**src/rtl/mem_readout_seq.sv**
```systemverilog
// Per-BX read sequencer feeding the 24:1 registered memory-data mux.
// Define MEM_READOUT_STATS_EN to add the n_read / truncated statistics outputs.
module mem_readout_seq #(
   parameter int NMEM      = 24,
   parameter int ADDR_W    = 6,
   parameter int RD_LAT    = 1,
   parameter int MAX_READS = 100
) (
   input  logic                       clk,
   input  logic                       reset_n,
   input  logic                       start,
   input  logic [2:0]                 bx_in,
   input  logic [NMEM*(ADDR_W+1)-1:0] n_entries,
   output logic                       rd_en,
   output logic [ADDR_W-1:0]          rd_add,
   output logic [4:0]                 sel,
   output logic                       valid_out,
   output logic [2:0]                 bx_out,
   output logic                       done,
`ifdef MEM_READOUT_STATS_EN
   output logic [7:0]                 n_read,
   output logic                       truncated,
`endif
   output logic                       busy
);
   localparam int CW = ADDR_W + 1;
   localparam logic [CW-1:0] CNT_MAX    = {1'b1, {ADDR_W{1'b0}}};
   localparam logic [CW-1:0] CNT_ONE    = {{ADDR_W{1'b0}}, 1'b1};
   localparam logic [7:0]    BUDGET_MAX = 8'(MAX_READS);

   typedef enum logic [1:0] {
      IDLE  = 2'd0,
      READ  = 2'd1,
      FLUSH = 2'd2
   } state_t;

   // Lowest set mask bit at or above lo; bit 5 of the result flags a hit.
   function automatic logic [5:0] find_from(input logic [NMEM-1:0] mask, input logic [5:0] lo);
      logic [5:0] hit;
      hit = 6'd0;
      for (int i = NMEM - 1; i >= 0; i--) begin
         if (mask[i] && (6'(i) >= lo)) begin
            hit = {1'b1, 5'(i)};
         end
      end
      return hit;
   endfunction

   state_t            state_q, state_d;
   logic [CW-1:0]     cnt_q     [NMEM];
   logic [CW-1:0]     cnt_d     [NMEM];
   logic [CW-1:0]     new_cnt_s [NMEM];
   logic [NMEM-1:0]   new_mask_s, mask_q, mask_d;
   logic [2:0]        bx_q, bx_d;
   logic [4:0]        cur_mem_q, cur_mem_d;
   logic [ADDR_W-1:0] cur_addr_q, cur_addr_d;
   logic [7:0]        budget_q, budget_d;
   logic [5:0]        first_s, nxt_s;
   logic              flush_tok_s;
   logic              rd_en_q, busy_q;

   logic [RD_LAT:0]   v_s, d_s;
   logic [4:0]        m_s [RD_LAT+1];
   logic [2:0]        b_s [RD_LAT+1];
   logic [RD_LAT-1:0] v_pipe_q, d_pipe_q;
   logic [4:0]        m_pipe_q [RD_LAT];
   logic [2:0]        b_pipe_q [RD_LAT];
   logic [4:0]        sel_q;
   logic              valid_q, done_q;
   logic [2:0]        bx_out_q;
`ifdef MEM_READOUT_STATS_EN
   logic              trunc_q, trunc_d;
   logic [8:0]        st_s      [RD_LAT+1];
   logic [8:0]        st_pipe_q [RD_LAT];
   logic [7:0]        n_read_q;
   logic              truncated_q;
`endif

   // Clamp incoming counts and derive the non-empty mask.
   always_comb begin
      new_mask_s = {NMEM{1'b0}};
      for (int i = 0; i < NMEM; i++) begin
         new_cnt_s[i]  = (n_entries[i*CW +: CW] > CNT_MAX) ? CNT_MAX : n_entries[i*CW +: CW];
         new_mask_s[i] = (n_entries[i*CW +: CW] != {CW{1'b0}});
      end
   end

   // Next-state logic: start always wins and restarts the walk.
   always_comb begin
      state_d     = state_q;
      cnt_d       = cnt_q;
      mask_d      = mask_q;
      bx_d        = bx_q;
      cur_mem_d   = cur_mem_q;
      cur_addr_d  = cur_addr_q;
      budget_d    = budget_q;
      flush_tok_s = 1'b0;
`ifdef MEM_READOUT_STATS_EN
      trunc_d     = trunc_q;
`endif
      first_s     = find_from(new_mask_s, 6'd0);
      nxt_s       = find_from(mask_q, {1'b0, cur_mem_q} + 6'd1);
      if (start) begin
         cnt_d    = new_cnt_s;
         mask_d   = new_mask_s;
         bx_d     = bx_in;
         budget_d = 8'd0;
`ifdef MEM_READOUT_STATS_EN
         trunc_d  = 1'b0;
`endif
         if (first_s[5]) begin
            state_d    = READ;
            cur_mem_d  = first_s[4:0];
            cur_addr_d = {ADDR_W{1'b0}};
         end else begin
            state_d = FLUSH;
         end
      end else begin
         case (state_q)
            READ: begin
               budget_d = budget_q + 8'd1;
               if ((budget_q + 8'd1) == BUDGET_MAX) begin
                  state_d = FLUSH;
`ifdef MEM_READOUT_STATS_EN
                  trunc_d = 1'b1;
`endif
               end else if ({1'b0, cur_addr_q} == (cnt_q[cur_mem_q] - CNT_ONE)) begin
                  if (nxt_s[5]) begin
                     cur_mem_d  = nxt_s[4:0];
                     cur_addr_d = {ADDR_W{1'b0}};
                  end else begin
                     state_d = FLUSH;
                  end
               end else begin
                  cur_addr_d = cur_addr_q + ADDR_W'(1);
               end
            end
            FLUSH: begin
               flush_tok_s = 1'b1;
               state_d     = IDLE;
            end
            IDLE:    state_d = IDLE;
            default: state_d = IDLE;
         endcase
      end
   end

   // Sequencer state and read-port registers.
   always_ff @(posedge clk or negedge reset_n) begin
      if (!reset_n) begin
         state_q    <= IDLE;
         for (int i = 0; i < NMEM; i++) cnt_q[i] <= {CW{1'b0}};
         mask_q     <= {NMEM{1'b0}};
         bx_q       <= 3'd0;
         cur_mem_q  <= 5'd0;
         cur_addr_q <= {ADDR_W{1'b0}};
         budget_q   <= 8'd0;
         rd_en_q    <= 1'b0;
         busy_q     <= 1'b0;
      end else begin
         state_q    <= state_d;
         cnt_q      <= cnt_d;
         mask_q     <= mask_d;
         bx_q       <= bx_d;
         cur_mem_q  <= cur_mem_d;
         cur_addr_q <= cur_addr_d;
         budget_q   <= budget_d;
         rd_en_q    <= (state_d == READ);
         busy_q     <= (state_d == READ);
      end
   end

   // Stage 0 is the read issued this cycle; stage k is k cycles old.
   always_comb begin
      v_s[0] = rd_en_q;
      d_s[0] = flush_tok_s;
      m_s[0] = cur_mem_q;
      b_s[0] = bx_q;
`ifdef MEM_READOUT_STATS_EN
      st_s[0] = {trunc_q, budget_q};
`endif
      for (int k = 1; k <= RD_LAT; k++) begin
         v_s[k] = v_pipe_q[k-1];
         d_s[k] = d_pipe_q[k-1];
         m_s[k] = m_pipe_q[k-1];
         b_s[k] = b_pipe_q[k-1];
`ifdef MEM_READOUT_STATS_EN
         st_s[k] = st_pipe_q[k-1];
`endif
      end
   end

   // Delay pipes and mux-aligned output registers.
   always_ff @(posedge clk or negedge reset_n) begin
      if (!reset_n) begin
         v_pipe_q <= {RD_LAT{1'b0}};
         d_pipe_q <= {RD_LAT{1'b0}};
         for (int k = 0; k < RD_LAT; k++) begin
            m_pipe_q[k] <= 5'd0;
            b_pipe_q[k] <= 3'd0;
         end
         sel_q    <= 5'd0;
         valid_q  <= 1'b0;
         bx_out_q <= 3'd0;
         done_q   <= 1'b0;
      end else begin
         for (int k = 0; k < RD_LAT; k++) begin
            v_pipe_q[k] <= v_s[k];
            d_pipe_q[k] <= d_s[k];
            m_pipe_q[k] <= m_s[k];
            b_pipe_q[k] <= b_s[k];
         end
         if (v_s[RD_LAT-1]) begin
            sel_q <= m_s[RD_LAT-1];
         end
         valid_q <= v_s[RD_LAT];
         if (v_s[RD_LAT]) begin
            bx_out_q <= b_s[RD_LAT];
         end
         done_q <= d_s[RD_LAT];
      end
   end

`ifdef MEM_READOUT_STATS_EN
   // Statistics travel with the done token and are captured on the done cycle.
   always_ff @(posedge clk or negedge reset_n) begin
      if (!reset_n) begin
         trunc_q     <= 1'b0;
         for (int k = 0; k < RD_LAT; k++) st_pipe_q[k] <= 9'd0;
         n_read_q    <= 8'd0;
         truncated_q <= 1'b0;
      end else begin
         trunc_q <= trunc_d;
         for (int k = 0; k < RD_LAT; k++) st_pipe_q[k] <= st_s[k];
         if (d_s[RD_LAT]) begin
            n_read_q    <= st_s[RD_LAT][7:0];
            truncated_q <= st_s[RD_LAT][8];
         end
      end
   end

   assign n_read    = n_read_q;
   assign truncated = truncated_q;
`endif

   assign rd_en     = rd_en_q;
   assign rd_add    = cur_addr_q;
   assign sel       = sel_q;
   assign valid_out = valid_q;
   assign bx_out    = bx_out_q;
   assign done      = done_q;
   assign busy      = busy_q;

endmodule
```
**config.mk**
```make
export PLATFORM = sky130hd
export DESIGN_NAME = mem_readout_seq
export DESIGN_NICKNAME = d
export VERILOG_FILES = /design/src/rtl/mem_readout_seq.sv
export SDC_FILE = /design/constraint.sdc
export NUM_CORES = 1
export LEC_CHECK = 0
export CORE_ASPECT_RATIO = 0.75
export CORE_MARGIN = 4
export CORE_UTILIZATION = 35
export DETAILED_ROUTE_END_ITERATION = 7
export PLACE_DENSITY = 0.57
export REMOVE_ABC_BUFFERS = 1
export SYNTH_ARGS = -nofsm -noshare
export SYNTH_HDL_FRONTEND = slang
export SYNTH_SLANG_ARGS = --single-unit
```
**constraint.sdc**
```tcl
create_clock -name clk -period 4 [get_ports clk]
set_input_delay 0.4 -clock clk [delete_from_list [all_inputs] [get_ports clk]]
set_output_delay 0.4 -clock clk [all_outputs]
set_load 0.05 [all_outputs]
```
## After elaboration in Yosys (flattened, before gate mapping)

Index checks and enable logic that the tools add are counted.

- Reductions and logical operators: 53
- Bitwise gates (word level): 1
- Equal/unequal tests: 8
- Add/sub/neg operators: 4
- Multiplexer cells: 97
- $lt $le $gt $ge: 49

Operators by type and width:

| operator | number |
|---|---|
| 6-bit 2-to-1 mux | 54 |
| 7-bit 2-to-1 mux | 26 |
| 7-bit > comparator (second input constant) | 24 |
| 7-bit nonzero test | 24 |
| 4-bit by 6-bit greater-or-equal comparator with 1-bit output (first input constant) | 8 |
| 5-bit by 6-bit greater-or-equal comparator with 1-bit output (first input constant) | 8 |
| 7-bit binary-select mux with 5-bit select | 1 |
| 5-bit 2-to-1 mux | 6 |
| 3-bit by 6-bit greater-or-equal comparator with 1-bit output (first input constant) | 4 |
| 1-bit logical AND | 24 |
| 8-bit 2-to-1 mux | 2 |
| 1-bit by 6-bit greater-or-equal comparator with 1-bit output (first input constant) | 2 |
| 2-bit by 6-bit greater-or-equal comparator with 1-bit output (first input constant) | 2 |
| 2-bit 2-to-1 mux | 6 |
| 8-bit by 1-bit adder with 8-bit output (second input constant) | 1 |
| 8-bit by 7-bit equality test with 1-bit output (second input constant) | 1 |
| 6-bit by 7-bit equality test with 1-bit output | 1 |
| 7-bit by 1-bit subtractor with 7-bit output (second input constant) | 1 |
| 5-bit by 1-bit adder with 6-bit output (second input constant) | 1 |
| 6-bit by 1-bit adder with 6-bit output (second input constant) | 1 |
| 6-bit greater-or-equal comparator (second input constant) | 1 |
| 5-bit NOT with 6-bit output | 1 |
| 2-bit nonzero test | 3 |
| 5-bit AND reduction | 1 |
| 7 further kinds | 9 |

- Output and inout port bits: 18
- Flip-flop bits (word level): 232

## Depth between registers and ports, before layout

Gate-level depths: netlist of the first run.

- Depth in word-level cells: 33
- Depth in mapped cells: 19

## Least setup slack after synthesis of the first run

Ideal clock, no wire load.

- Path type: reg-to-reg
- Start point: register cur_mem_q[0]
- End point: register cur_addr_q[5], in the netlist rd_add[5]
- Path slack: 0.188 ns
- Arrival time: 3.734 ns
- Data required time: 3.923 ns
- Setup time: 0.077 ns
- Path buffers: 5
- Cell stages (with the launch flop): 18
- Cell sequence: dfrtp_1 > buf_6 > buf_6 > buf_8 > buf_4 > inv_1 > ha_1 > clkbuf_1 > or3b_2 > a221oi_1 > o31ai_1 > nand4_1 > nor4b_2 > a21oi_1 > nor2_1 > a21o_1 > or3_1 > a21oi_1

- Longest elaborated chain between the ends: 29
- Elaborated cells between the ends (all ways): 85

Ends and longest elaborated chain:

| item | RTL line | source |
|---|---|---|
| from (decl) | 55 | `logic [4:0] cur_mem_q, cur_mem_d;` |
| from (signal assigned) | 165 | `cur_mem_q <= cur_mem_d;` |
| 5-bit by 1-bit adder with 6-bit output | 102 | `nxt_s = find_from(mask_q, {1'b0, cur_mem_q} + 6'd1);` |
| 5-bit by 6-bit greater-or-equal comparator with 1-bit output | 42 | `if (mask[i] && (6'(i) >= lo)) begin` |
| 1-bit logical AND | 42 |  |
| 6-bit 2-to-1 mux (24 in a row) | 42 |  |
| 3-bit != test (no line) | -- |  |
| 4-bit AND reduction (no line) | -- |  |
| to (signal assigned) | 156 | `cur_addr_q <= {ADDR_W{1'b0}};` |
| to (signal assigned) | 166 | `cur_addr_q <= cur_addr_d;` |
| to (decl) | 56 | `logic [ADDR_W-1:0] cur_addr_q, cur_addr_d;` |

Several ways; a longest one is shown, not always the timed one. The select of a mux whose other input is x is not followed.
A chain may end at the register's enable or synchronous reset.

## Worst setup path after layout of the first run

Same ends and word-level chain as after synthesis.

==> out/summary.txt, run 1 <==
Pre-CTS setup slack: 0.0559 ns
Initial DRT Pass Iterations: 6
Worst path cell trace: buf_4 > mux4_1 > a22o_1 > a31o_1 > or2_4 > o311a_1 > o31ai_1 > and4b_4 > a21o_1 > o21ai_0 > a21oi_1
Seq pwr share: 31.4%
Period utilization: 93.8%
Min-Delay Endpoint: cnt_q[8]
Yosys warns: 0
Initial antenna violation count: 0
Largest net degree at the start of global routing: 210
Final setup TNS: 0 ns
Initial core utilization: 35.7%
Measured slew at the worst slew-check pin: 1.08 ns
Synth top area share: 44.9%
Pins Over Slew Limit: 0
Final Instance Area: 16,500 um^2
Global-route wire length before repair: 64,800 um
Slew HR: 28.0%
Net Sw Power: 3.29 mW
LEAKAGE: 6.68 nW
Setup CP Type: reg -> reg
Seq/Total Area, Yosys: 44.9%
Final ANT Viol Nets: 0
Final setup viols: 0
Die W: 230 um
Clock Sinks: 232
Top cells by count, synth: 232 x dfrtp_1, 172 x o21ai_0, 164 x inv_1
Worst hold path stage count: 2
Hpwl dp: 31,600 um
Setup ws final: 0.249 ns
Area growth syn-to-layout: 27.5%
Count leader, synth: dfrtp_1
Clock Skews: 0.0113 ns
Clock slew at reported path FFs: 0.06 ns
Tot GR Track Use: 20.3%
Register-to-register setup slack: 0.25 ns
Mapped Area: 12,900 um^2
RSZ-0062 raised after global routing: no
Routed WL per cell: 20.3 um
Worst reg2reg endpoint: rd_add[5]
Fin nets: 1,730
Synth top area cells: dfrtp_1 45%, nand3b_1 8.4%, o21ai_0 6.7%
Hold Startpoint: start
Aggregate global routing overflow: 0
Worst Path Required: 4.45 ns
Total core area: 36,200 um^2
Vias post-DR: 10,991
Cell internal pwr: 5.63 mW
Crit-path max cell delay: 0.62 ns
Vias in the first global route: 10,869
WL final: 41,800 um
Share of cells above drive strength 1: 11.3%
Worst Path Arrival: 4.21 ns
CTS Buffer Depth: 3
Worst IR Drop VDD: 0.000339 V
CTS buffer count: 25
GPL Wtd Cong: 0.957
Critical path capture point type: register
Drt drc: 0
Design Power: 8.91 mW
Shortest period the worst path allows: 3.75 ns
Status: finished, final reports clean
Hold Path Class: in -> reg
Power per cell area: 541 nW/um^2
Syn Area/Cell: 9.57 um^2
Crit path max fanout: 9
Site Rows: 60
Die Height: 174 um
Max Fclk: 267 MHz
Crit-path slowest cell: mux4_1
Sw frac: 36.9%
Yosys cell types: 84
Critical Path Start Type: register
Initial DRC count: 1,007
Number of synthesized flops with an enable pin: 0
Worst reg-to-reg path cell count: 11
Max Cap Viol: 0
Cell accounting for the most synthesized area: dfrtp_1
Synth Flop Type: dfrtp_1
Async S/R FF share, synth: 100%
Synth Register Bits: 232
Ant diodes: 0
Via density: 5.33
CTS tree: yes
Clk pwr share: 27.6%
Mapped Cells: 1,350
# port buffers: 191
Die area: 40,100 um^2
Root buffer cell: clkbuf_16
Worst skew pair latency: 0.53 ns
R2R Path Start: cur_mem_q[0]
Final Hold Fails: 0
H-tree depth: 1
Combinational power share: 41.0%
I/O pins: 192
Placed Instance Area: 15,600 um^2
## flip-flops by register name (all words and copies together) (netlist names), 2 cells and up
name	count
sel	5
bx_q	3
mask_q	24
b_pipe_q	3
cnt_q	168
cur_mem_q	5
bx_out	3
state_q	2
rd_add	6
budget_q	8
## critical path, delay by kind of cell (launching register included)
kind / cells / cell delay (ns)
flip-flops: 1 / 0.56
AO/OA/AOI/OAI: 7 / 1.70
buffers and inverters: 1 / 0.18
AND/OR/NAND/NOR: 2 / 0.60
multiplexers: 1 / 0.62
## worst max path at each step
stage | cells after the start | startpoint | to | slack (ns)
after CTS | 15 | cur_mem_q[0] | rd_add[5] | 0.05
after global routing | 15 | cur_mem_q[1] | rd_add[5] | 0.04
after detailed placement | 15 | cur_mem_q[0] | rd_add[5] | 0.06
after floorplan | 9 | cur_mem_q[0] | cur_mem_q[2] | -1.0
final | 11 | cur_mem_q[0] | rd_add[5] | 0.25
after global placement | 15 | cur_mem_q[0] | rd_add[5] | 0.18
## cell families after synthesis
logic type                 count (synthesis)  share of synthesized area (%)
DFF                                      232                           44.9
AOI/OAI and AO/OA                        330                           15.4
adders and majority gates                  7                          0.678
and+or+nand+nor                          422                           19.9
muxes                                    100                           10.4
xor gates and xnor gates                  16                           1.08
buffers and inverters                    243                           7.62
## what timing repair did
action	CTS	global route
endpoints found under the setup margin	0	13
endpoints found under the hold margin	1	0
resized for setup	0	3
hold buffers	1	0
setup buffers	0	4
## power by group through the flow
| stage | clock network [mW] | logic [mW] | registers [mW] |
|---|---|---|---|
| global route | 2.62 | 3.96 | 2.83 |
| detailed placement | 0 | 3.51 | 2.88 |
| finish | 2.46 | 3.65 | 2.80 |
| floorplan | 0 | 1.92 | 3.04 |
| global placement | 0 | 3.52 | 2.87 |
| CTS | 2.51 | 3.52 | 2.83 |
## per-stage QoR
| stage | util, % | std cells | hold slack (ns) |
|---|---|---|---|
| finish | 45.5 | 2062 | 0.286 |
| detailed placement | 43.0 | 2013 | 0.335 |
| global route | 45.5 | 2062 | 0.294 |
| global placement | 43.0 | 2013 | 0.335 |
| floorplan | - | 1273 | 0.104 |
| CTS | 45.4 | 2058 | 0.271 |
## layout make-up
type	count	area (um^2)
fill	3466	19700
multi-input combinational	875	6140
sequential	232	5810
timing repair buffer	249	2420
clock buffer	33	706
inverter	166	623
tap	496	621
clock inverter	11	160
## layout by cell type, fill, tap and decap left out, types with 5 or more instances in the layout
master	instances
a22oi_1	15
o31ai_1	9
clkinv_2	5
a21oi_1	40
mux4_2	20
ha_1	7
nor3_1	25
clkbuf_8	5
nor4_1	30
nand2b_1	14
buf_4	52
inv_1	164
clkbuf_16	25
nor2_1	57
nand2_1	53
and3_1	7
o211ai_1	12
a31oi_1	21
clkdlybuf4s50_1	189
nand4_1	20
o21ai_0	172
xnor2_1	8
and2_1	15
dfrtp_1	229
nor2b_1	6
mux2_2	38
xor2_1	8
nand3b_1	145
nand3_1	20
mux2i_1	37
## routing by layer
| metal | share of wire (%) | wire length [um] | vias up | track usage (%) |
|---|---|---|---|---|
| li1 | - | - | 5221 | - |
| met1 | 49 | 20600 | 5345 | 31.7 |
| met4 | 1.8 | 771 | 0 | 3.53 |
| met5 | 0 | 0 | - | 0 |
| met2 | 41 | 17000 | 376 | 28.4 |
| met3 | 8.3 | 3470 | 49 | 5.47 |
Note: power is estimated with default switching activity, not from simulation.
==> run 2, diff against run 1 <==
Settings changed: PLACE_DENSITY 0.57 to 0.65, SLEW_MARGIN from default to 10.
==> run 2 against run 1 <==
  * Non-clock buffer count rose by 6
  * Clock power down 3%
  * Critical path type unchanged
  * Critical endpoint unchanged
  * Power fell by 0.77%
  * Largest power group unchanged
==> out/summary.txt, run 2 (synthesized netlist as in run 1, its figures left out) <==
Root buffer cell: clkbuf_16 (unchanged)
Hpwl dp: 31,800 um (was 31,600 um)
Total core area: 36,200 um^2 (unchanged)
Via density: 5.38 (was 5.33)
CTS buffer count: 25 (unchanged)
Most frequent cells in the layout: 229 x dfrtp_1, 189 x clkdlybuf4s50_1, 172 x o21ai_0, 164 x inv_1, 145 x nand3b_1 (unchanged)
Initial DRT Pass Iterations: 6 (unchanged)
Most common cell after layout, fill and taps aside: dfrtp_1 (unchanged)
Aggregate global routing overflow: 0 (unchanged)
Measured slew at the worst slew-check pin: 1.14 ns (was 1.08 ns)
Setup CP Type: reg -> reg (unchanged)
Die W: 230 um (unchanged)
Max Fclk: 264 MHz (was 267 MHz)
Cell internal pwr: 5.57 mW (was 5.63 mW)
Die area: 40,100 um^2 (unchanged)
Status: finished, final reports clean (unchanged)
Routed WL per cell: 20.0 um (was 20.3 um)
Register bank with the most flops: cnt_q (unchanged)
Initial core utilization: 35.7% (unchanged)
Initial antenna violation count: 0 (unchanged)
Pins Over Slew Limit: 0 (unchanged)
Critical Path Start Type: register (unchanged)
CTS tree: yes (unchanged)
Hold Path Class: in -> reg (unchanged)
Seq pwr share: 32.0% (was 31.4%)
Worst IR Drop VDD: 0.000288 V (was 0.000339 V)
Fin Hold WS: 0.249 ns (was 0.286 ns)
Power per cell area: 537 nW/um^2 (was 541 nW/um^2)
Vias post-DR: 11,124 (was 10,991)
Final setup viols: 0 (unchanged)
Final Hold Fails: 0 (unchanged)
Initial DRC count: 1,083 (was 1,007)
Worst path cell trace: buf_4 > mux2i_1 > a22oi_1 > nand3_1 > o211ai_1 > inv_1 > ha_1 > nor3b_1 > a32o_1 > a211oi_2 > a31o_1 > and4b_4 > a21o_1 > o21ai_0 > a21oi_1 (was buf_4 > mux4_1 > a22o_1 > a31o_1 > or2_4 > o311a_1 > o31ai_1 > and4b_4 > a21o_1 > o21ai_0 > a21oi_1)
Worst hold path stage count: 3 (was 2)
Drt drc: 0 (unchanged)
Crit path max fanout: 17 (was 9)
Sw frac: 37.0% (was 36.9%)
Crit-path slowest cell: dfrtp_4 (was mux4_1)
Worst path buffer plus inverter count: 2 (was 1)
Area growth syn-to-layout: 27.5% (unchanged)
Largest net degree at the start of global routing: 129 (was 210)
Setup ws final: 0.210 ns (was 0.249 ns)
Largest register FFs: 168 (unchanged)
Register-to-register setup slack: 0.21 ns (was 0.25 ns)
Slew HR: 24.1% (was 28.0%)
Pre-CTS setup slack: 0.0298 ns (was 0.0559 ns)
Worst skew pair latency: 0.53 ns (about the same)
Critical path capture point type: register (unchanged)
Share of cells above drive strength 1: 11.5% (was 11.3%)
Clock Sinks: 232 (unchanged)
Die Height: 174 um (unchanged)
Worst Path Arrival: 4.24 ns (was 4.21 ns)
Net Sw Power: 3.27 mW (was 3.29 mW)
WL final: 41,400 um (was 41,800 um)
Clk pwr share: 27.0% (was 27.6%)
Clock slew at reported path FFs: 0.06 ns (about the same)
GPL Wtd Cong: 0.932 (was 0.957)
LEAKAGE: 6.70 nW (was 6.68 nW)
Worst reg-to-reg path cell count: 15 (was 11)
Top Registers: cnt_q: 168 flops, mask_q: 24 flops, budget_q: 8 flops (unchanged)
Period utilization: 94.7% (was 93.8%)
Crit-path max cell delay: 0.58 ns (was 0.62 ns)
Clock Skews: 0.00868 ns (was 0.0113 ns)
Max Cap Viol: 0 (unchanged)
Top Family by Delay on Critical Path: compound AO/OA/AOI/OAI gates (unchanged)
Combinational power share: 41.0% (about the same)
Global-route wire length before repair: 64,700 um (was 64,800 um)
Site Rows: 60 (unchanged)
H-tree depth: 1 (unchanged)
Fin nets: 1,736 (was 1,730)
Ant diodes: 0 (unchanged)
I/O pins: 192 (unchanged)
Worst Path Required: 4.45 ns (about the same)
Tot GR Track Use: 20.2% (was 20.3%)
Shortest period the worst path allows: 3.79 ns (was 3.75 ns)
Final ANT Viol Nets: 0 (unchanged)
CTS Buffer Depth: 3 (unchanged)
Levels on crit path: 15 (was 11)
Vias in the first global route: 11,075 (was 10,869)
# port buffers: 191 (unchanged)
## run 2: cell count changes in the layout (fill, tap and decap cells not counted)
cell	previous run	this run
buf_8	3	2
buf_12	4	2
clkbuf_8	5	9
buf_4	52	60
clkinv_2	5	3
nor4b_2	1	0
buf_6	0	1
nor2b_1	6	7
bufinv_16	4	2
nor2b_2	1	0
nor4b_4	0	1
clkinvlp_4	2	1
## run 2: final cells by class
cell class,count,area (um^2)
multi-input combinational,875,6150
fill,3507,19700
inverter,166,623
sequential,232,5810
timing repair buffer,255,2430
clock buffer,37,761
tap,496,621
clock inverter,6,82.6
## run 2: layer usage
| metal | GRT usage, % | up-vias | share of wire, % |
|---|---|---|---|
| met3 | 5.50 | 36 | 8.2 |
| met4 | 2.52 | 0 | 1.3 |
| li1 | - | 5248 | - |
| met1 | 31.0 | 5430 | 49 |
| met5 | 0 | - | 0 |
| met2 | 29.2 | 410 | 42 |
## run 2: final timing paths
kind	start	endpoint
setup / recovery	cur_mem_q[0]	rd_add[5]
hold reg to reg	d_pipe_q	done
hold / removal	start	state_q[1]
setup reg to reg	cur_mem_q[0]	rd_add[5]
min in group asynchronous	reset_n	cnt_q[143]
max in group asynchronous	reset_n	cnt_q[133]
## run 2: worst register-to-register path: stages, from the launching register on
cell	delay, ns
dfrtp_4	0.58
buf_4	0.33
mux2i_1	0.13
a22oi_1	0.23
nand3_1	0.20
o211ai_1	0.17
inv_1	0.07
ha_1	0.25
nor3b_1	0.16
a32o_1	0.29
a211oi_2	0.31
a31o_1	0.23
and4b_4	0.29
a21o_1	0.22
o21ai_0	0.12
a21oi_1	0.13
## run 2: through the flow
stage	cells	area, um^2	setup TNS [ns]	total power [mW]	utilization [%]
2_1_floorplan	1273	12600	-10.58	4.95	-
3_3_place_gp	2022	15600	0	6.38	43.1
3_5_place_dp	2022	15600	0	6.41	43.1
4_1_cts	2066	16500	0	8.82	45.5
5_1_grt	2067	16500	-0.0138	9.34	45.5
6_report	2067	16500	0	8.84	45.5
## run 2: repair_timing
item / CTS / global route
hold buffers: 1 / 0
resized for setup: 0 / 3
setup endpoints to repair: 0 / 13
setup buffers: 0 / 1
hold endpoints to repair: 29 / 0
## run 2: power groups by stage
stage / sequential, mW / combinational, mW / clock [mW]
after floorplan: 3.04 / 1.92 / 0
after global placement: 2.88 / 3.50 / 0
after detailed placement: 2.89 / 3.52 / 0
after CTS: 2.85 / 3.54 / 2.43
after global routing: 2.86 / 3.93 / 2.54
final: 2.83 / 3.63 / 2.38
==> run 3, diff against run 2 <==
Settings changed: GPL_TIMING_DRIVEN from default to 0, SKIP_LAST_GASP from default to 1.
==> run 3 against run 2 <==
  * Clock power grew 7%
  * Wire length decreased by 1.2%
  * Die area stayed put
  * First-iteration DRC count down 15%
  * Worst hold slack better by 0.092 ns
  * Sequential cell count stayed put
  * Sequential power about the same
==> out/summary.txt, run 3 (synthesized netlist as in run 1, its figures left out) <==
Vias in the first global route: 10,733 (was 11,075)
Global-route wire length before repair: 62,300 um (was 64,700 um)
Drt drc: 0 (unchanged)
Top Family by Delay on Critical Path: simple AND/OR/NAND/NOR gates (was compound AO/OA/AOI/OAI gates)
Worst Path Arrival: 4.29 ns (was 4.24 ns)
Total core area: 36,200 um^2 (unchanged)
Share of cells above drive strength 1: 10.2% (was 11.5%)
Min-Delay Endpoint: done (was state_q[1])
Area growth syn-to-layout: 27.5% (about the same)
Root buffer cell: clkbuf_16 (unchanged)
Final setup TNS: 0 ns (unchanged)
Vias post-DR: 10,918 (was 11,124)
Die W: 230 um (unchanged)
Top Registers: cnt_q: 168 flops, mask_q: 24 flops, budget_q: 8 flops (unchanged)
CTS buffer count: 26 (was 25)
Worst path buffer plus inverter count: 2 (unchanged)
Max Cap Viol: 0 (unchanged)
Initial core utilization: 35.7% (unchanged)
Final ANT Viol Nets: 0 (unchanged)
Net Sw Power: 3.45 mW (was 3.27 mW)
RSZ-0062 raised after global routing: no
Register-to-register setup slack: 0.16 ns (was 0.21 ns)
Largest register FFs: 168 (unchanged)
Aggregate global routing overflow: 0 (unchanged)
Shortest period the worst path allows: 3.84 ns (was 3.79 ns)
Setup ws final: 0.156 ns (was 0.210 ns)
Measured slew at the worst slew-check pin: 1.02 ns (was 1.14 ns)
Sw frac: 37.6% (was 37.0%)
Routed WL per cell: 20.2 um (was 20.0 um)
Worst IR Drop VDD: 0.000345 V (was 0.000288 V)
Hold Path Class: reg -> reg (was in -> reg)
Tot GR Track Use: 19.5% (was 20.2%)
Worst hold path stage count: 0 (was 3)
Crit-path slowest cell: dfrtp_4 (unchanged)
Most common cell after layout, fill and taps aside: dfrtp_1 (unchanged)
Ant diodes: 0 (unchanged)
Clock Sinks: 232 (unchanged)
R2R Path Start: cur_mem_q[1] (was cur_mem_q[0])
Clock Skews: 0.0167 ns (was 0.00868 ns)
Via density: 5.39 (was 5.38)
Crit path max fanout: 24 (was 17)
Max Fclk: 260 MHz (was 264 MHz)
Power per cell area: 556 nW/um^2 (was 537 nW/um^2)
I/O pins: 192 (unchanged)
Status: finished, final reports clean (unchanged)
Site Rows: 60 (unchanged)
Die Height: 174 um (unchanged)
Combinational power share: 41.2% (was 41.0%)
Clock slew at reported path FFs: 0.06 ns (about the same)
Most frequent cells in the layout: 227 x dfrtp_1, 189 x clkdlybuf4s50_1, 172 x o21ai_0, 164 x inv_1, 145 x nand3b_1 (was 229 x dfrtp_1, 189 x clkdlybuf4s50_1, 172 x o21ai_0, 164 x inv_1, 145 x nand3b_1)
Die area: 40,100 um^2 (unchanged)
Hold Startpoint: d_pipe_q (was start)
Pre-CTS setup slack: -0.770 ns (was 0.0298 ns)
Fin Hold WS: 0.341 ns (was 0.249 ns)
Pins Over Slew Limit: 0 (unchanged)
GPL Wtd Cong: 0.921 (was 0.932)
Final setup viols: 0 (unchanged)
Hpwl dp: 29,000 um (was 31,800 um)
Finished Core Util: 45.5% (about the same)
Initial DRC count: 918 (was 1,083)
WL final: 40,900 um (was 41,400 um)
CTS tree: yes (unchanged)
Largest net degree at the start of global routing: 137 (was 129)
Cell internal pwr: 5.72 mW (was 5.57 mW)
CTS Buffer Depth: 3 (unchanged)
Worst reg2reg endpoint: rd_add[5] (unchanged)
Crit-path max cell delay: 0.59 ns (was 0.58 ns)
Period utilization: 96.1% (was 94.7%)
Slew HR: 31.4% (was 24.1%)
H-tree depth: 1 (unchanged)
Worst reg-to-reg path cell count: 15 (unchanged)
LEAKAGE: 6.58 nW (was 6.70 nW)
Register bank with the most flops: cnt_q (unchanged)
Initial antenna violation count: 0 (unchanged)
Critical Path Start Type: register (unchanged)
Setup CP Type: reg -> reg (unchanged)
Fin nets: 1,692 (was 1,736)
Seq pwr share: 31.0% (was 32.0%)
Worst path cell trace: buf_16 > nor2b_2 > a22oi_1 > nand3_1 > o211ai_1 > inv_1 > ha_2 > nor3b_1 > a32o_1 > a211oi_1 > a31o_1 > and4b_4 > a21o_4 > or3_1 > a21oi_1 (was buf_4 > mux2i_1 > a22oi_1 > nand3_1 > o211ai_1 > inv_1 > ha_1 > nor3b_1 > a32o_1 > a211oi_2 > a31o_1 > and4b_4 > a21o_1 > o21ai_0 > a21oi_1)
Critical path capture point type: register (unchanged)
# port buffers: 191 (unchanged)
Final Hold Fails: 0 (unchanged)
Worst Path Required: 4.45 ns (about the same)
Design Power: 9.16 mW (was 8.84 mW)
Initial DRT Pass Iterations: 5 (was 6)
Clk pwr share: 27.8% (was 27.0%)
Worst skew pair latency: 0.54 ns (was 0.53 ns)
-- run 3: how the worst max path moves through the flow --
| stage | from | end | slack [ns] | cells after the start |
|---|---|---|---|---|
| after floorplan | cur_mem_q[0] | cur_mem_q[2] | -1.0 | 9 |
| after global placement | start | cur_mem_q[2] | -8.36 | 8 |
| after detailed placement | cur_mem_q[2] | cur_mem_q[2] | -0.77 | 13 |
| after CTS | cur_mem_q[1] | rd_add[5] | 0.05 | 12 |
| after global routing | cur_mem_q[1] | cur_mem_q[3] | 0.007 | 16 |
| final | cur_mem_q[1] | rd_add[5] | 0.16 | 15 |
-- run 3: per-stage QoR --
step,cells,instance area (um^2)
after floorplan,1273,12600
after global placement,1960,15100
after detailed placement,1966,15300
after CTS,2022,16300
after global routing,2027,16500
final,2027,16500
-- run 3: layer usage --
layer	part of all wire [%]	up-vias	GRT usage (%)	routed length [um]
li1	-	5159	-	-
met1	49	5351	30.1	20200
met2	42	362	28.4	17100
met3	7.2	46	4.13	2960
met4	1.5	0	3.17	615
met5	0	-	0	0
-- run 3: area by class of cell --
type | count | area, um^2
Clock buffer | 37 | 783
Clock inverter | 11 | 133
Fill cell | 3498 | 19700
Inverter | 166 | 623
Multi-Input combinational cell | 875 | 6220
Sequential cell | 232 | 5820
Tap cell | 496 | 621
Timing Repair Buffer | 210 | 2270
-- run 3: timing repair --
action,CTS,global route
hold buffers,1,0
endpoints found under the setup margin,14,13
cloned,0,3
resized for setup,14,10
pin swaps,1,3
setup buffers,7,2
endpoints found under the hold margin,67,0
-- run 3: power by group through the flow --
stage | clock, mW | combinational, mW | sequential, mW
floorplan | 0 | 1.92 | 3.04
global placement | 0 | 3.14 | 3.12
detailed placement | 0 | 3.31 | 2.93
CTS | 2.61 | 3.54 | 2.83
global route | 2.70 | 4.02 | 2.88
finish | 2.55 | 3.77 | 2.84
==> patch 1: new RTL, config.mk and constraints of run 1 <==
Change the parameter `RD_LAT` from 1 to 2.
--- a/src/rtl/mem_readout_seq.sv
+++ b/src/rtl/mem_readout_seq.sv
@@ -3,7 +3,7 @@
 module mem_readout_seq #(
    parameter int NMEM      = 24,
    parameter int ADDR_W    = 6,
-   parameter int RD_LAT    = 1,
+   parameter int RD_LAT    = 2,
    parameter int MAX_READS = 100
 ) (
    input  logic                       clk,
Formal check against the unedited RTL: not equivalent (a bounded check fails within 4 cycles, from zero or initial values and one cycle with reset_n low).
==> patch 1 against run 1 <==
  * Sequential power increased by 1%
  * Final area increased by 1.6%
  * Area after synthesis increased by 0.43%
  * Combinational power decreased by 21%
  * Setup slack got worse by 0.19 ns
  * Synthesized cell count decreased by 2.6%
  * Clock power decreased by 2%
  * Routed wire length decreased by 1.8%
  * Total power decreased by 8.9%
  * Largest power group unchanged
  * Sequential cell count increased by 10
==> patch 1: results (changes against run 1) <==
Met1 Wirelength=19970 um (-3.1%); Lkg Pwr=6.751 nW (+1.1%); register area share after synthesis=46.66% (+1.7 points); mux contribution to synthesized area=10.75% (+0.30 points); first-pass GRT wire length=62940 um (-2.8%); synth cell count leaders=dfrtp_1, o21ai_0, inv_1; CP max FO=8 (-1); DP Wirelength=31220 um (-1.2%); Critical Path AT=4.41 ns (+0.20 ns); outcome=complete, no violations; fin cells=2048 (-0.68%); Place WS=-0.05690 ns (-0.1128 ns); xor and xnor area share after synthesis=1.147% (+0.063 points); fraction of final layout cells sized beyond drive strength 1=14.30% (+3.0 points); postcts setup bufs=4 (+4); WHS Endpoint=state_q[1]$_DFF_PN0_; Synth Instances=1315 (-2.6%); Routed met2 length=17610 um (+3.9%); Compound-Gate Fraction of Synth Area=14.24% (-1.1 points); met1 Resource Use GR=30.26% (-1.4 points); routability cong.=0.9270 (-3.1%); hold_ws=0.1472 ns (-0.1392 ns); Clock Skews=0.01283 ns (+0.001485 ns); relative slew slack=33.35% (+5.3 points); Routed wire per std cell=20.04 um (-1.1%); Max stage delay on crit path=0.56 ns (-0.06 ns); crit-path leading delay family=simple AND/OR/NAND/NOR gates; Total GRT Usage=19.80% (-0.51 points)
-- patch 1: cell types whose count changed after synthesis, sizes merged, moves of 9 or more --
cell,before,now
dfrtp,232,242
or4,4,13
mux2i,37,25
nand3,22,12
nand2,53,65
nand4,20,3
mux4,23,32
-- patch 1: power by group through the flow --
| stage | clock, W | sequential [W] | combinational [W] |
|---|---|---|---|
| 4_1_cts | 0.00246 | 0.00283 | 0.00274 |
| 5_1_grt | 0.00258 | 0.00286 | 0.00310 |
| 2_1_floorplan | 0 | 0.00303 | 0.00129 |
| 3_3_place_gp | 0 | 0.00289 | 0.00263 |
| 3_5_place_dp | 0 | 0.00289 | 0.00266 |
| 6_report | 0.00241 | 0.00284 | 0.00288 |
-- patch 1: layout make-up --
cell class              count  area [um^2]
inverters                 162        608.1
fillers                  3453        19520
clock buffers              39        780.7
well taps                 496        620.6
multi-input cells         840         6077
clock inverters             8        68.82
repair buffers            261         2522
flip-flops and latches    242         6061
==> patch 2: new RTL, config.mk and constraints of run 1 <==
Without the edit above. Re-encode `state_t` (3 states) as one-hot, 3 bits wide.
--- a/src/rtl/mem_readout_seq.sv
+++ b/src/rtl/mem_readout_seq.sv
@@ -28,10 +28,10 @@
    localparam logic [CW-1:0] CNT_ONE    = {{ADDR_W{1'b0}}, 1'b1};
    localparam logic [7:0]    BUDGET_MAX = 8'(MAX_READS);
 
-   typedef enum logic [1:0] {
-      IDLE  = 2'd0,
-      READ  = 2'd1,
-      FLUSH = 2'd2
+   typedef enum logic [2:0] {
+      IDLE  = 3'b001,
+      READ  = 3'b010,
+      FLUSH = 3'b100
    } state_t;
 
    // Lowest set mask bit at or above lo; bit 5 of the result flags a hit.
Check against the original RTL: no difference found for any inputs over 4 cycles, from zero or initial values and one cycle with reset_n low; so few cycles prove little.
==> patch 2 against run 1 <==
  * Synthesized cell count is 14% lower
  * Setup slack worse by 0.12 ns
  * Clock power fell by 8.1%
  * Sequential cell count increased by 1
  * Critical path depth grew 1
  * Cell count down 8.8%
  * Final area decreased by 2.1%
  * Critical endpoint is now cur_mem_q[0]$_DFFE_PN0P_
  * Area after synthesis shrank 4.0%
  * Utilization rose by 0.77 points
  * Routed wire length down 2.0%
  * Total power is 21% lower
  * Highest routed layer unchanged
==> patch 2: results (changes against run 1) <==
R2R setup slack=0.13 ns (-0.12 ns); CTS H-tree lvls=1 (unchanged); DP Wirelength=30960 um (-2.0%); post-synthesis adder-cell area fraction=0.6050% (-0.073 points); CP Capture Type=flip-flop; register area share after synthesis=47.00% (+2.1 points); VDD IR max=252.4 uV (-26%); clk buf depth=3 (unchanged); First-pass DRT Iterations=5 (-1); relative slew slack=28.87% (+0.84 points); Clk Latency, worst-skew pair=0.53 ns (about the same); detailed-route wire length=40950 um (-2.0%); nets=1586 (-8.3%); mux contribution to synthesized area=12.60% (+2.2 points); Routed met2 length=16700 um (-1.5%); Total GRT Usage=20.88% (+0.56 points); Regs by FF count=cnt_q x168, mask_q x24, budget_q x8; PortBufs=191 (unchanged); clk root buf=clkbuf_16; EDFF count, synth=0 (unchanged); Setup Viol. Count Final=0 (unchanged); CP max FO=12 (+3); Synth async-reset ratio=100.0% (unchanged); outcome=complete, no violations; CTS buffer count=25 (unchanged); Starting DRT DRC Count=991 (-1.6%); hold_sp=start; xor and xnor area share after synthesis=1.059% (-0.026 points); Critical Path AT=4.29 ns (+0.08 ns); first-pass GRT wire length=62730 um (-3.2%); CTS clock-pin slew for the worst setup and hold paths=0.06 ns (about the same); crit-path leading delay family=multiplexers; DR WL met3=3542 um (+2.0%); crit path launch=cur_mem_q[0]$_DFFE_PN0P_; synth top area cells=dfrtp_1, o2bb2ai_1, nand2_1; drt via density=5.530 (+3.8%); Worst Reg-to-Reg Cells=12 (+1); Clock Skews=0.01402 ns (+0.002678 ns); Lkg Pwr=6.570 nW (-1.6%); hold path depth=2 (unchanged); initial antenna violation count=0 (unchanged); Max stage delay on crit path=0.55 ns (-0.07 ns); fraction of final layout cells sized beyond drive strength 1=16.74% (+5.4 points); Worst Hold Class=input port to flip-flop; yosys warns=0 (unchanged); CP max stage cell=mux4_1; Met1 Wirelength=20210 um (-1.9%); Compound-Gate Fraction of Synth Area=18.89% (+3.5 points); routability cong.=0.9390 (-1.9%); Netlist cell types=80 (-4.8%); Highest Signal Layer=met4; synth cell count leaders=dfrtp_1, nand2_1, o2bb2ai_1; R2R Path End=cur_mem_q[0]$_DFFE_PN0P_; pin count of the biggest net entering global routing=104 (-50%); FILL cells=3299 (-4.8%)
patch 2: cell types whose count changed after synthesis, moves of 11 or more:
cell	before	now
nand4_1	20	8
inv_1	164	20
nor3_1	25	14
o21ai_0	172	32
nand3b_1	145	2
or4_1	4	20
nand2_1	53	197
clkbuf_8	0	11
o2bb2ai_1	1	145
patch 2: routing by layer:
layer,global-route usage (%),vias up
met3,5.918,36
met1,32.98,5121
li1,-,4874
met4,3.167,0
met5,0,-
met2,28.76,366
patch 2: through the flow:
stage | cell area [um^2] | worst slack (ns) | std cells
final | 16140 | 0.1308 | 1880
after global placement | 15270 | 0.1235 | 1832
after CTS | 16070 | 0.05400 | 1876
after detailed placement | 15270 | 0.05857 | 1832
after floorplan | 11930 | -1.076 | 1083
after global routing | 16130 | 0.001626 | 1879
patch 2: area by class of cell:
type	instances	share of cell area, %
diodes	1	0.01551
clock buffers	35	4.420
clock inverters	8	0.4497
inverters	22	0.5273
multi-input cells	828	37.45
flip-flops and latches	233	36.16
well taps	457	3.543
repair buffers	296	17.43
patch 2: how the worst min path moves through the flow:
stage | end | slack, ns
after floorplan | b_pipe_q[0]$_DFF_PN0_ | 0.10
after global placement | done$_DFF_PN0_ | 0.35
after detailed placement | done$_DFF_PN0_ | 0.34
after CTS | budget_q[6]$_DFFE_PN0N_ | 0.31
after global routing | budget_q[5]$_DFFE_PN0N_ | 0.34
final | budget_q[6]$_DFFE_PN0N_ | 0.33
patch 2: logic make-up (layout without fill, tap and decap cells):
logic type / count (synthesis) / in the layout
adder cells (fa/ha/maj): 6 / 6
buffers and inverters: 95 / 361
AO/OA/AOI/OAI: 306 / 306
flip-flops: 233 / 233
multiplexers: 103 / 103
XOR/XNOR: 15 / 15
AND/OR/NAND/NOR: 398 / 398
other: 0 / 1
patch 2: repair_timing:
| item | in CTS | in global routing |
|---|---|---|
| setup buffers | 0 | 3 |
| hold buffers | 1 | 0 |
| endpoints found under the setup margin | 0 | 9 |
| endpoints found under the hold margin | 100 | 0 |
| resized for setup | 0 | 9 |
patch 2: where the power goes:
part / switching [W] / leakage, nW / internal, W
sequential: 0.000162 / 2.90 / 0.00255
combinational: 0.00109 / 3.28 / 0.00103
clock: 0.000951 / 0.393 / 0.00130
